===== src/rtl/frame_buffer_ctrl_pkg.sv =====
// Shared types and constants for the camera-to-SRAM frame buffer controller.
// Holds the capture state enum, luma weights, SRAM geometry and the FIFO word layout.
package frame_buffer_ctrl_pkg;

    localparam int SRAM_AW    = 14;
    localparam int WORD_W     = 16;

    localparam int LUMA_R     = 2;
    localparam int LUMA_G     = 5;
    localparam int LUMA_B     = 1;
    localparam int LUMA_SHIFT = 3;

    typedef enum logic [1:0] {
        IDLE    = 2'd0,
        CAPTURE = 2'd1,
        HOLD    = 2'd2
    } fb_state_e;

    // A queued word carries its own address so drops never shift later words.
    typedef struct packed {
        logic                 last;
        logic [SRAM_AW-1:0]   addr;
        logic [WORD_W-1:0]    data;
    } fb_word_t;

    function automatic logic [7:0] rgb565_to_grey(input logic [15:0] pix);
        logic [7:0]  r8;
        logic [7:0]  g8;
        logic [7:0]  b8;
        logic [10:0] sum;
        r8  = {pix[15:11], pix[15:13]};
        g8  = {pix[10:5],  pix[10:9]};
        b8  = {pix[4:0],   pix[4:2]};
        sum = 11'(LUMA_R * r8) + 11'(LUMA_G * g8) + 11'(LUMA_B * b8);
        return 8'(sum >> LUMA_SHIFT);
    endfunction

endpackage


===== src/rtl/frame_buffer_ctrl_if.sv =====
// Single-port SRAM bus between the frame buffer controller and an SP256K macro.
interface frame_buffer_ctrl_if;
    import frame_buffer_ctrl_pkg::*;

    // Port protocol: sram_addr/sram_di/sram_we are valid in the cycle they are
    // driven; a write commits at the closing clock edge when sram_we=1. With
    // sram_we=0 the macro reads sram_addr and returns sram_do one cycle later.
    logic [SRAM_AW-1:0] sram_addr;
    logic [WORD_W-1:0]  sram_di;
    logic               sram_we;
    logic [WORD_W-1:0]  sram_do;

    modport master (
        output sram_addr,
        output sram_di,
        output sram_we,
        input  sram_do
    );

    modport slave (
        input  sram_addr,
        input  sram_di,
        input  sram_we,
        output sram_do
    );

endinterface


===== src/rtl/fb_word_fifo.sv =====
// Synchronous show-ahead FIFO for packed grey words awaiting an SRAM write slot.
// DEPTH must be a power of two, at least 2; a push into a full FIFO is refused.
module fb_word_fifo #(
    parameter int DEPTH = 4,
    parameter int WIDTH = 16
) (
    input  logic             clk,
    input  logic             rst_n,
    input  logic             flush_i,
    input  logic             push_i,
    input  logic [WIDTH-1:0] din_i,
    input  logic             pop_i,
    output logic [WIDTH-1:0] dout_o,
    output logic             full_o,
    output logic             empty_o
);

    localparam int AW = $clog2(DEPTH);

    logic [WIDTH-1:0] mem_q [DEPTH];
    logic [AW:0]      wr_ptr_q;
    logic [AW:0]      rd_ptr_q;
    logic             do_push;
    logic             do_pop;

    // Extra pointer bit distinguishes full from empty when the indices match.
    assign full_o  = (wr_ptr_q[AW] != rd_ptr_q[AW]) &&
                     (wr_ptr_q[AW-1:0] == rd_ptr_q[AW-1:0]);
    assign empty_o = (wr_ptr_q == rd_ptr_q);
    assign do_push = push_i && !full_o;
    assign do_pop  = pop_i && !empty_o;
    assign dout_o  = mem_q[rd_ptr_q[AW-1:0]];

    always_ff @(posedge clk) begin
        if (!rst_n || flush_i) begin
            wr_ptr_q <= '0;
            rd_ptr_q <= '0;
        end else begin
            if (do_push) wr_ptr_q <= wr_ptr_q + (AW+1)'(1);
            if (do_pop)  rd_ptr_q <= rd_ptr_q + (AW+1)'(1);
        end
    end

    always_ff @(posedge clk) begin
        if (do_push && !flush_i) mem_q[wr_ptr_q[AW-1:0]] <= din_i;
    end

endmodule


===== src/rtl/frame_buffer_ctrl.sv =====
// Captures RGB565 camera pixels as packed 8-bit grey pairs into a single-port
// SRAM, sharing the port with VGA reads which always take priority.
module frame_buffer_ctrl
    import frame_buffer_ctrl_pkg::*;
#(
    parameter int H_PIX      = 160,
    parameter int V_PIX      = 120,
    parameter int FIFO_DEPTH = 4
) (
    input  logic                clk,
    input  logic                rst_n,
    input  logic                enable,
    input  logic                frame_start,
    input  logic                pix_valid,
    input  logic [15:0]         pix_data,
    input  logic                rd_en,
    input  logic [SRAM_AW-1:0]  rd_addr,
    output logic [15:0]         rd_data,
    output logic                rd_valid,
    frame_buffer_ctrl_if.master sram,
    output logic                frame_ready,
    output logic                overflow,
    output fb_state_e           state_dbg
);

    localparam int                 WORDS     = H_PIX * V_PIX / 2;
    localparam logic [SRAM_AW-1:0] LAST_ADDR = SRAM_AW'(WORDS - 1);
    localparam int                 FW        = $bits(fb_word_t);

    fb_state_e          state_q;
    logic               half_q;
    logic [7:0]         even_q;
    logic [SRAM_AW-1:0] waddr_q;
    logic               overflow_q;
    logic               rd_valid_q;
    logic               frame_ready_q;

    logic [7:0]         grey;
    logic               start;
    logic               push_req;
    logic               wr_fire;
    logic               fifo_full;
    logic               fifo_empty;
    fb_word_t           push_word;
    fb_word_t           head_word;
    logic [FW-1:0]      head_bits;

    assign grey  = rgb565_to_grey(pix_data);
    assign start = enable && frame_start;

    assign push_req = rst_n && enable && !frame_start && (state_q == CAPTURE) &&
                      pix_valid && half_q;

    // Writes are held off during reset and on a restart so stale words never land.
    assign wr_fire = rst_n && !rd_en && !fifo_empty && !start;

    assign push_word = '{last: (waddr_q == LAST_ADDR), addr: waddr_q, data: {even_q, grey}};
    assign head_word = fb_word_t'(head_bits);

    fb_word_fifo #(
        .DEPTH (FIFO_DEPTH),
        .WIDTH (FW)
    ) u_fifo (
        .clk     (clk),
        .rst_n   (rst_n),
        .flush_i (start),
        .push_i  (push_req),
        .din_i   (push_word),
        .pop_i   (wr_fire),
        .dout_o  (head_bits),
        .full_o  (fifo_full),
        .empty_o (fifo_empty)
    );

    always_comb begin
        sram.sram_we   = wr_fire;
        sram.sram_addr = '0;
        sram.sram_di   = '0;
        if (rd_en) begin
            sram.sram_addr = rd_addr;
        end else if (wr_fire) begin
            sram.sram_addr = head_word.addr;
            sram.sram_di   = head_word.data;
        end
    end

    always_ff @(posedge clk) begin
        if (!rst_n) begin
            state_q    <= IDLE;
            half_q     <= 1'b0;
            even_q     <= '0;
            waddr_q    <= '0;
            overflow_q <= 1'b0;
        end else if (!enable) begin
            state_q <= IDLE;
            half_q  <= 1'b0;
        end else if (frame_start) begin
            // A coincident pixel becomes the even half of word 0.
            state_q    <= CAPTURE;
            waddr_q    <= '0;
            overflow_q <= 1'b0;
            half_q     <= pix_valid;
            even_q     <= grey;
        end else if (state_q == CAPTURE && pix_valid) begin
            if (!half_q) begin
                even_q <= grey;
                half_q <= 1'b1;
            end else begin
                half_q  <= 1'b0;
                waddr_q <= waddr_q + SRAM_AW'(1);
                if (fifo_full) overflow_q <= 1'b1;
                if (waddr_q == LAST_ADDR) state_q <= HOLD;
            end
        end
    end

    always_ff @(posedge clk) begin
        if (!rst_n) begin
            rd_valid_q    <= 1'b0;
            frame_ready_q <= 1'b0;
        end else begin
            rd_valid_q    <= rd_en;
            frame_ready_q <= wr_fire && head_word.last;
        end
    end

    assign rd_valid    = rd_valid_q;
    assign rd_data     = rd_valid_q ? sram.sram_do : '0;
    assign frame_ready = frame_ready_q;
    assign overflow    = overflow_q;
    assign state_dbg   = state_q;

endmodule

===== src/flat_wrapper.sv =====
// flat-port wrapper written by rule: the top's interface ports become plain ports
module frame_buffer_ctrl_flat import frame_buffer_ctrl_pkg::*;
#(
    parameter int H_PIX      = 160,
    parameter int V_PIX      = 120,
    parameter int FIFO_DEPTH = 4
)
  (clk, rst_n, enable, frame_start, pix_valid, pix_data, rd_en, rd_addr, rd_data, rd_valid, frame_ready, overflow, state_dbg, sram_sram_addr, sram_sram_di, sram_sram_we, sram_sram_do);
  frame_buffer_ctrl_if sram_i ();
  input  logic clk;
  input  logic rst_n;
  input  logic enable;
  input  logic frame_start;
  input  logic pix_valid;
  input  logic [15:0] pix_data;
  input  logic rd_en;
  input  logic [SRAM_AW-1:0] rd_addr;
  output logic [15:0] rd_data;
  output logic rd_valid;
  output logic frame_ready;
  output logic overflow;
  output fb_state_e state_dbg;
  output wire logic [$bits(sram_i.sram_addr)-1:0] sram_sram_addr;
  output wire logic [$bits(sram_i.sram_di)-1:0] sram_sram_di;
  output wire logic [$bits(sram_i.sram_we)-1:0] sram_sram_we;
  input wire logic [$bits(sram_i.sram_do)-1:0] sram_sram_do;
  assign sram_sram_addr = sram_i.sram_addr;
  assign sram_sram_di = sram_i.sram_di;
  assign sram_sram_we = sram_i.sram_we;
  assign sram_i.sram_do = sram_sram_do;
  frame_buffer_ctrl #(.H_PIX(H_PIX), .V_PIX(V_PIX), .FIFO_DEPTH(FIFO_DEPTH)) u_core (.clk(clk), .rst_n(rst_n), .enable(enable), .frame_start(frame_start), .pix_valid(pix_valid), .pix_data(pix_data), .rd_en(rd_en), .rd_addr(rd_addr), .rd_data(rd_data), .rd_valid(rd_valid), .sram(sram_i), .frame_ready(frame_ready), .overflow(overflow), .state_dbg(state_dbg));
endmodule

===== config.mk =====
export PLATFORM = sky130hd
export DESIGN_NAME = frame_buffer_ctrl_flat
export DESIGN_NICKNAME = d
export VERILOG_FILES = /design/src/rtl/frame_buffer_ctrl_pkg.sv /design/src/rtl/frame_buffer_ctrl_if.sv /design/src/rtl/fb_word_fifo.sv /design/src/rtl/frame_buffer_ctrl.sv /design/src/flat_wrapper.sv
export SDC_FILE = /design/constraint.sdc
export NUM_CORES = 1
export LEC_CHECK = 0
export CORE_UTILIZATION = 50
export CTS_CLUSTER_DIAMETER = 100
export DETAILED_ROUTE_END_ITERATION = 10
export GPL_ROUTABILITY_DRIVEN = 0
export PLACE_DENSITY = 0.8
export SLEW_MARGIN = 20
export SYNTH_ARGS = -nofsm -noshare
export SYNTH_HDL_FRONTEND = slang
export SYNTH_SLANG_ARGS = --single-unit

===== constraint.sdc =====
create_clock -name clk -period 9.3 [get_ports clk]
set_input_delay 1.86 -clock clk [delete_from_list [all_inputs] [get_ports clk]]
set_output_delay 1.86 -clock clk [all_outputs]
set_load 0.01 [all_outputs]

* After elaboration in Yosys (flattened, before gate mapping) *
Memories as Yosys holds them, arrays and structs flattened. A register that Yosys moved wholly into a read port is not among the register bits.
Index checks and enable logic that the tools add are counted.

word-level totals
  flip-flop bits (word level) = 34
  bits in writable memories = 124
  bits of input ports = 52
  output and inout port bits = 52
  logic and storage cells = 84
  memories kept = 1

memories
  name                 words  width  rd ports  clocked after memory_dff  wr ports  RTL line            RTL
  u_core.u_fifo.mem_q  4      31     1         1                         1         fb_word_fifo.sv:20  logic [WIDTH-1:0] mem_q [DEPTH];

cells by class
  $add $sub $neg = 5
  multiply operators = 1
  equality and inequality tests = 6
  muxes and demuxes = 26
  bitwise gates (word level) = 2
  reduce and logical (&&, ||, !) cells = 33

operators with widths
  cell                     number
  $mux W14                 5
  $mux W16                 3
  $mux W8                  3
  $logic_and A1 B1 Y1      15
  $add A14 B1 Y14 const B  1
  $eq A14 B14 Y1 const B   1
  $mux W1                  13
  $reduce_and A3 Y1        4
  $add A11 B8 Y11          1
  $add A9 B11 Y11          1
  $mul A3 B8 Y11 const A   1
  $reduce_bool A2 Y1       4
  $add A3 B1 Y3 const B    2
  $logic_not A1 Y1         6
  $mux W2                  2
  $reduce_and A4 Y1        1
  $eq A3 B3 Y1             1
  $reduce_or A3 Y1         1
  $eq A2 B1 Y1 const B     1
  $eq A2 B2 Y1             1
  $ne A2 B2 Y1 const B     1
  $not A1 Y1               2
  $reduce_and A2 Y1        1
  $logic_or A1 B1 Y1       1
  $ne A1 B1 Y1             1

* Longest topological paths before layout *
  depth in word-level cells = 9
  depth in mapped cells = 11
  mapped depth without buffers = 11

* Hierarchy *
Synthesis repeated with hierarchy kept, for this count alone.

second synthesis, totals
  cells, all modules = 523
  area, all modules = 7,529.7 um^2

modules (own cells, without submodules)
  module             times used  cells an instance  area each (um^2)  seq. area each (um^2)
  fb_word_fifo       1           228                5,041.1           3,883.7
  frame_buffer_ctrl  1           295                2,488.6           560.5

* Least setup slack after synthesis *
Ideal clock, no wire load.

  kind = input-to-output
  from = input port enable
  to = output port sram_sram_di[10]
  data arrival time = 3.081 ns
  required time = 7.440 ns
  setup slack = 4.359 ns
  stages on the path = 5
  path buffers = 2
  cells stage by stage = buf_2 > a21bo_2 > a311oi_4 > buf_2 > and2_1

between the ends
  longest elaborated chain between the ends = 5

ends and longest elaborated chain
  element              RTL line                 RTL
  start: declaration   flat_wrapper.sv:12       input logic enable;
  $logic_and A1 B1 Y1  frame_buffer_ctrl.sv:49  assign start = enable && frame_start;
  $logic_not A1 Y1     frame_buffer_ctrl.sv:55  assign wr_fire = rst_n && !rd_en && !fifo_empty && !start;
  $logic_and A1 B1 Y1  frame_buffer_ctrl.sv:55
  net sram_sram_we     flat_wrapper.sv:25       output wire logic [$bits(sram_i.sram_we)-1:0] sram_sram_we;
  $mux W16             frame_buffer_ctrl.sv:81  end else if (wr_fire) begin
  $mux W16             frame_buffer_ctrl.sv:79  if (rd_en) begin
  end: declaration     flat_wrapper.sv:24       output wire logic [$bits(sram_i.sram_di)-1:0] sram_sram_di;

The timed path passes the listed nets, and every way through them passes these cells.

* Worst setup path in the final report *
  from = input port rst_n
  to = output port sram_sram_di[4]

between the ends
  longest elaborated chain between the ends = 5

ends and longest elaborated chain
  element                           RTL line                 RTL
  start: declaration                flat_wrapper.sv:11       input logic rst_n;
  $logic_and A1 B1 Y1 (3 in a row)  frame_buffer_ctrl.sv:55
  $mux W16                          frame_buffer_ctrl.sv:81
  $mux W16                          frame_buffer_ctrl.sv:79

No other way between the ends.

==> results.md <==
- For this design the static power due to leakage is 3.17 nW.
- Counting flops with a built-in enable in the synthesized netlist gives 124.
- The fraction of post-synthesis cell area in the top cell type by area is 51.0%.
- The library cell contributing the largest single delay on the critical path is sky130_fd_sc_hd__clkdlybuf4s50_1.
- The first TritonRoute pass finished after 5 iterations.
- After the last flow step, the layout net total stands at 685.
- The max-slew violation total from the final report came to 0.
- The power per unit of standard cell area is 192 nW/um2.
- The most used cell along the critical path is sky130_fd_sc_hd__clkdlybuf4s50_1.
- The share of total power dissipated in the clock network is 39.6%.
- The routed design has 14.7 mm of wire.
- The data arrival time of the worst path is 4.68 ns.
- The clock passes through at most 2 buffers.
- The number of buffers inserted during clock tree synthesis is 17.
- The class of the worst hold path is reg2reg.
- The initial antenna violation count is 0.
- The initial utilization of the core area, before any placement, comes to 52.0%.
- The row count is 43.
- STA classifies the critical path endpoint as an output port.
- At the worst endpoint, the required time is 7.44 ns.
- In this run the tool buffered the top-level ports with 103 buffer cells.
- The critical path launch point type is a primary input.
- The biggest area contributor in the post-synthesis netlist is sky130_fd_sc_hd__edfxtp_1.
- The prevailing post-synth register cell is sky130_fd_sc_hd__edfxtp_1.
- Dividing the detail-routed wire length by the instance count gives 18.7 um.
- The proportion of layout cells with a drive suffix above 1 is 12.2%.
- The die is 123 um tall.
- For this run, the number of Yosys warnings is 0.
- The post-layout total power is 1.74 mW.
- The cell count after synthesis came out at 490.
- Combinational logic is responsible for 13.3% of the overall power.
- The total grt overflow is 0.
- The internal portion of the total power is 1.34 mW.
- The post-CTS repair timing setup buffer count is 0.
- The antenna diode count is 0.
- The number of maximum-capacitance violations is 0.
- The final setup skew is 0.00897 ns.
- The number of flip-flops and latches in the synthesized netlist is 160.
- The root buffer selected by CTS is sky130_fd_sc_hd__clkbuf_16.
- The number of top-level pins is 104.
- The number of hold buffers added after CTS was 0.
- The first routing iteration left 498 violations.
- The number of H-tree levels is 4.
- After synthesis, the cell types taking the most area are sky130_fd_sc_hd__edfxtp_1, sky130_fd_sc_hd__dfxtp_1, sky130_fd_sc_hd__mux4_2, sky130_fd_sc_hd__ha_1, sky130_fd_sc_hd__fa_1.
- The number of filler cells placed in the layout is 953.
- The kind of cell with the highest combined delay along the critical path is buffers and inverters.
- The floorplan step defined a die boundary enclosing 15100 um2.
- The largest incremental delay on the critical path is 0.71 ns.
- The area growth from synthesis to layout is 24.4%.
- The floorplan step defined a core boundary enclosing 14000 um2.
- Entering global routing, the biggest net connects 33 pins.
- The setup total negative slack is 0 ns.
- Traced cell by cell, the critical path runs through clkdlybuf4s50_1, a21bo_2, a311oi_4, buf_4, and2_1, clkdlybuf4s50_1.
- The run finished with clean final reports.
- The buffers plus inverters on the worst setup path is 3.
- The via count is 4515.
- The critical path class is in2out.
- TritonCTS built the clock tree.
- Each instance of the synthesized netlist takes up on average 14.9 um2.
- The area occupied by multi-input gates is 2650 um2.
- The internal reg-to-reg setup slack is 6.86 ns.
- Measured along the x axis, the die boundary spans 123 um.
- Counting flops with an async set or reset pin after synthesis yields a share of 0%.
- After clock tree synthesis, the repair step resized 0 gates.
- In this run the remaining antenna-violating nets after routing total 0.
- The first global-routing pass estimated 22.8 mm of wire.
- The sequential cell area in the final layout is 4450 um2.
- The sequential fraction of design power is 47.1%.
- Setup repair after global routing left no endpoint under its margin.
- The average vias per placed instance is 5.72.
- The total nets after synthesis is 579.
- The worst voltage drop across the vdd grid is 0.0979 mV.
- The clock-pin slew reported for the worst setup and hold paths after clock tree synthesis is 0.06 ns.
- The clock latency on the worst-skew pair is 0.42 ns.
- The part of the Yosys area used for sequential elements is 60.9%.
- The peak clock frequency supported by timing is 0.153 GHz.
- After synthesis, the netlist uses 51 different library cells.
- The final hold violation count is 0.
- The worst pin sits at a relative slew slack of 39.5%.
- The DRC violations left is 0.
- After layout, the worst path uses 70.3% of the clock period.
- The sum of net half-perimeters after detailed placement is 9.51 mm.
- The via count of the first global-routing pass was 4434.
- Of all nets on the critical path, the largest fanout is 27.
- The actual slew at the worst max-slew pin is 0.908 ns.
- Net switching is 23.2% of the power.
- Setup violations remaining at the end of the flow were counted as 0.
- Across every metal layer, demand over resource in global routing totals 20.5%.
- The smallest clock period supported by the final layout is computed as 6.54 ns.
- Summed over all nets, the switching power comes to 0.405 mW.
- The netlist area before placement is 7300 um2.
- The number of sinks handled by clock tree synthesis is 160.
kinds of logic (layout without fill, tap and decap cells):
group | after synthesis | after routing | synth area share [%]
and+or+nand+nor | 126 | 126 | 9.82
buffers and inverters | 52 | 171 | 2.86
DFF | 160 | 160 | 60.9
adders and majority gates | 37 | 37 | 7.68
muxes | 33 | 33 | 9.84
xor gates and xnor gates | 21 | 21 | 2.52
AOI/OAI and AO/OA | 61 | 61 | 6.38
path summary, 6_finish.rpt:
path	end	start	cells past startpoint
min	u_core.u_fifo.mem_q[3][8]	u_core.even_q[0]	0
max	sram_sram_di[4]	rst_n	6
max reg2reg	u_core.u_fifo.wr_ptr_q[2]	u_core.state_dbg[1]	5
min reg2reg	u_core.u_fifo.mem_q[3][8]	u_core.even_q[0]	0
metrics by stage:
stage	util (%)	hold slack (ns)	setup WS [ns]	instances	area, um2
after floorplan	-	0.455	4.36	490	7300
after global placement	60.5	0.475	2.84	757	8490
after detailed placement	60.5	0.494	2.77	757	8490
after CTS	64.7	0.519	2.76	789	9080
after global routing	64.7	0.527	2.60	789	9080
final	64.7	0.514	2.76	789	9080
synthesized netlist by cell type (3+ instances only):
master                     count
sky130_fd_sc_hd__edfxtp_1    124
sky130_fd_sc_hd__a22o_1       14
sky130_fd_sc_hd__inv_1        34
sky130_fd_sc_hd__and3_1        4
sky130_fd_sc_hd__nand4b_1      3
sky130_fd_sc_hd__mux4_2       31
sky130_fd_sc_hd__or3_1         5
sky130_fd_sc_hd__buf_2         7
sky130_fd_sc_hd__o211ai_1      3
sky130_fd_sc_hd__and4_1        4
sky130_fd_sc_hd__xnor2_1      14
sky130_fd_sc_hd__clkbuf_1      9
sky130_fd_sc_hd__nand3_1      12
sky130_fd_sc_hd__ha_1         24
sky130_fd_sc_hd__nor2_1       25
sky130_fd_sc_hd__fa_1         13
sky130_fd_sc_hd__nand4_1       3
sky130_fd_sc_hd__and2_1       41
sky130_fd_sc_hd__o21ai_0      10
sky130_fd_sc_hd__dfxtp_1      36
sky130_fd_sc_hd__nand2_1      12
sky130_fd_sc_hd__nor3_1        4
sky130_fd_sc_hd__xor2_1        7
sky130_fd_sc_hd__a21oi_1      17
layout by cell type (no fill, tap or decap), types with 3 or more instances in the layout:
cell type,count
sky130_fd_sc_hd__ha_1,24
sky130_fd_sc_hd__and2_1,38
sky130_fd_sc_hd__bufinv_16,3
sky130_fd_sc_hd__xnor2_1,14
sky130_fd_sc_hd__clkbuf_16,17
sky130_fd_sc_hd__nor3_1,4
sky130_fd_sc_hd__nand2_1,12
sky130_fd_sc_hd__a22o_1,14
sky130_fd_sc_hd__nand4b_1,3
sky130_fd_sc_hd__nand3_1,12
sky130_fd_sc_hd__nand4_1,3
sky130_fd_sc_hd__clkinv_2,4
sky130_fd_sc_hd__and2_2,4
sky130_fd_sc_hd__fa_1,13
sky130_fd_sc_hd__or3_1,5
sky130_fd_sc_hd__a21oi_1,17
sky130_fd_sc_hd__nor2_1,25
sky130_fd_sc_hd__o211ai_1,3
sky130_fd_sc_hd__o21ai_0,10
sky130_fd_sc_hd__clkdlybuf4s50_1,103
sky130_fd_sc_hd__and3_1,4
sky130_fd_sc_hd__inv_1,34
sky130_fd_sc_hd__dfxtp_1,34
sky130_fd_sc_hd__and4_1,4
sky130_fd_sc_hd__edfxtp_1,124
sky130_fd_sc_hd__xor2_1,7
sky130_fd_sc_hd__mux4_2,31
sequential cells by signal, indices dropped and copies added (netlist names), named ones only:
register,flops
u_core.even_q,8
u_core.frame_ready,1
u_core.half_q,1
u_core.overflow,1
u_core.rd_valid,1
u_core.state_dbg,2
u_core.u_fifo.mem_q,124
u_core.u_fifo.rd_ptr_q,3
u_core.u_fifo.wr_ptr_q,3
u_core.waddr_q,14
cell type report:
type,instances,area share [%]
clock buffers,20,4.92
clock inverters,12,1.56
inverters,34,1.41
multi-input cells,278,29.2
flip-flops and latches,160,49.0
well taps,180,2.48
repair buffers,105,11.5
per-layer routing:
layer / vias to the layer above / global-route usage, % / part of all wire [%]
li1: 2051 / - / -
met1: 2279 / 25.2 / 41
met2: 165 / 36.2 / 52
met3: 20 / 4.04 / 6.2
met4: 0 / 6.71 / 1.3
met5: - / 0 / 0
power groups by stage:
stage               Combinational, mW  Clock [mW]  Sequential (mW)
finish                          0.232       0.690            0.821
global route                    0.258       0.722            0.822
CTS                             0.232       0.696            0.821
detailed placement              0.229           0            0.836
global placement                0.218           0            0.834
floorplan                       0.148           0            0.831
Power figures use the tool's default switching activity.
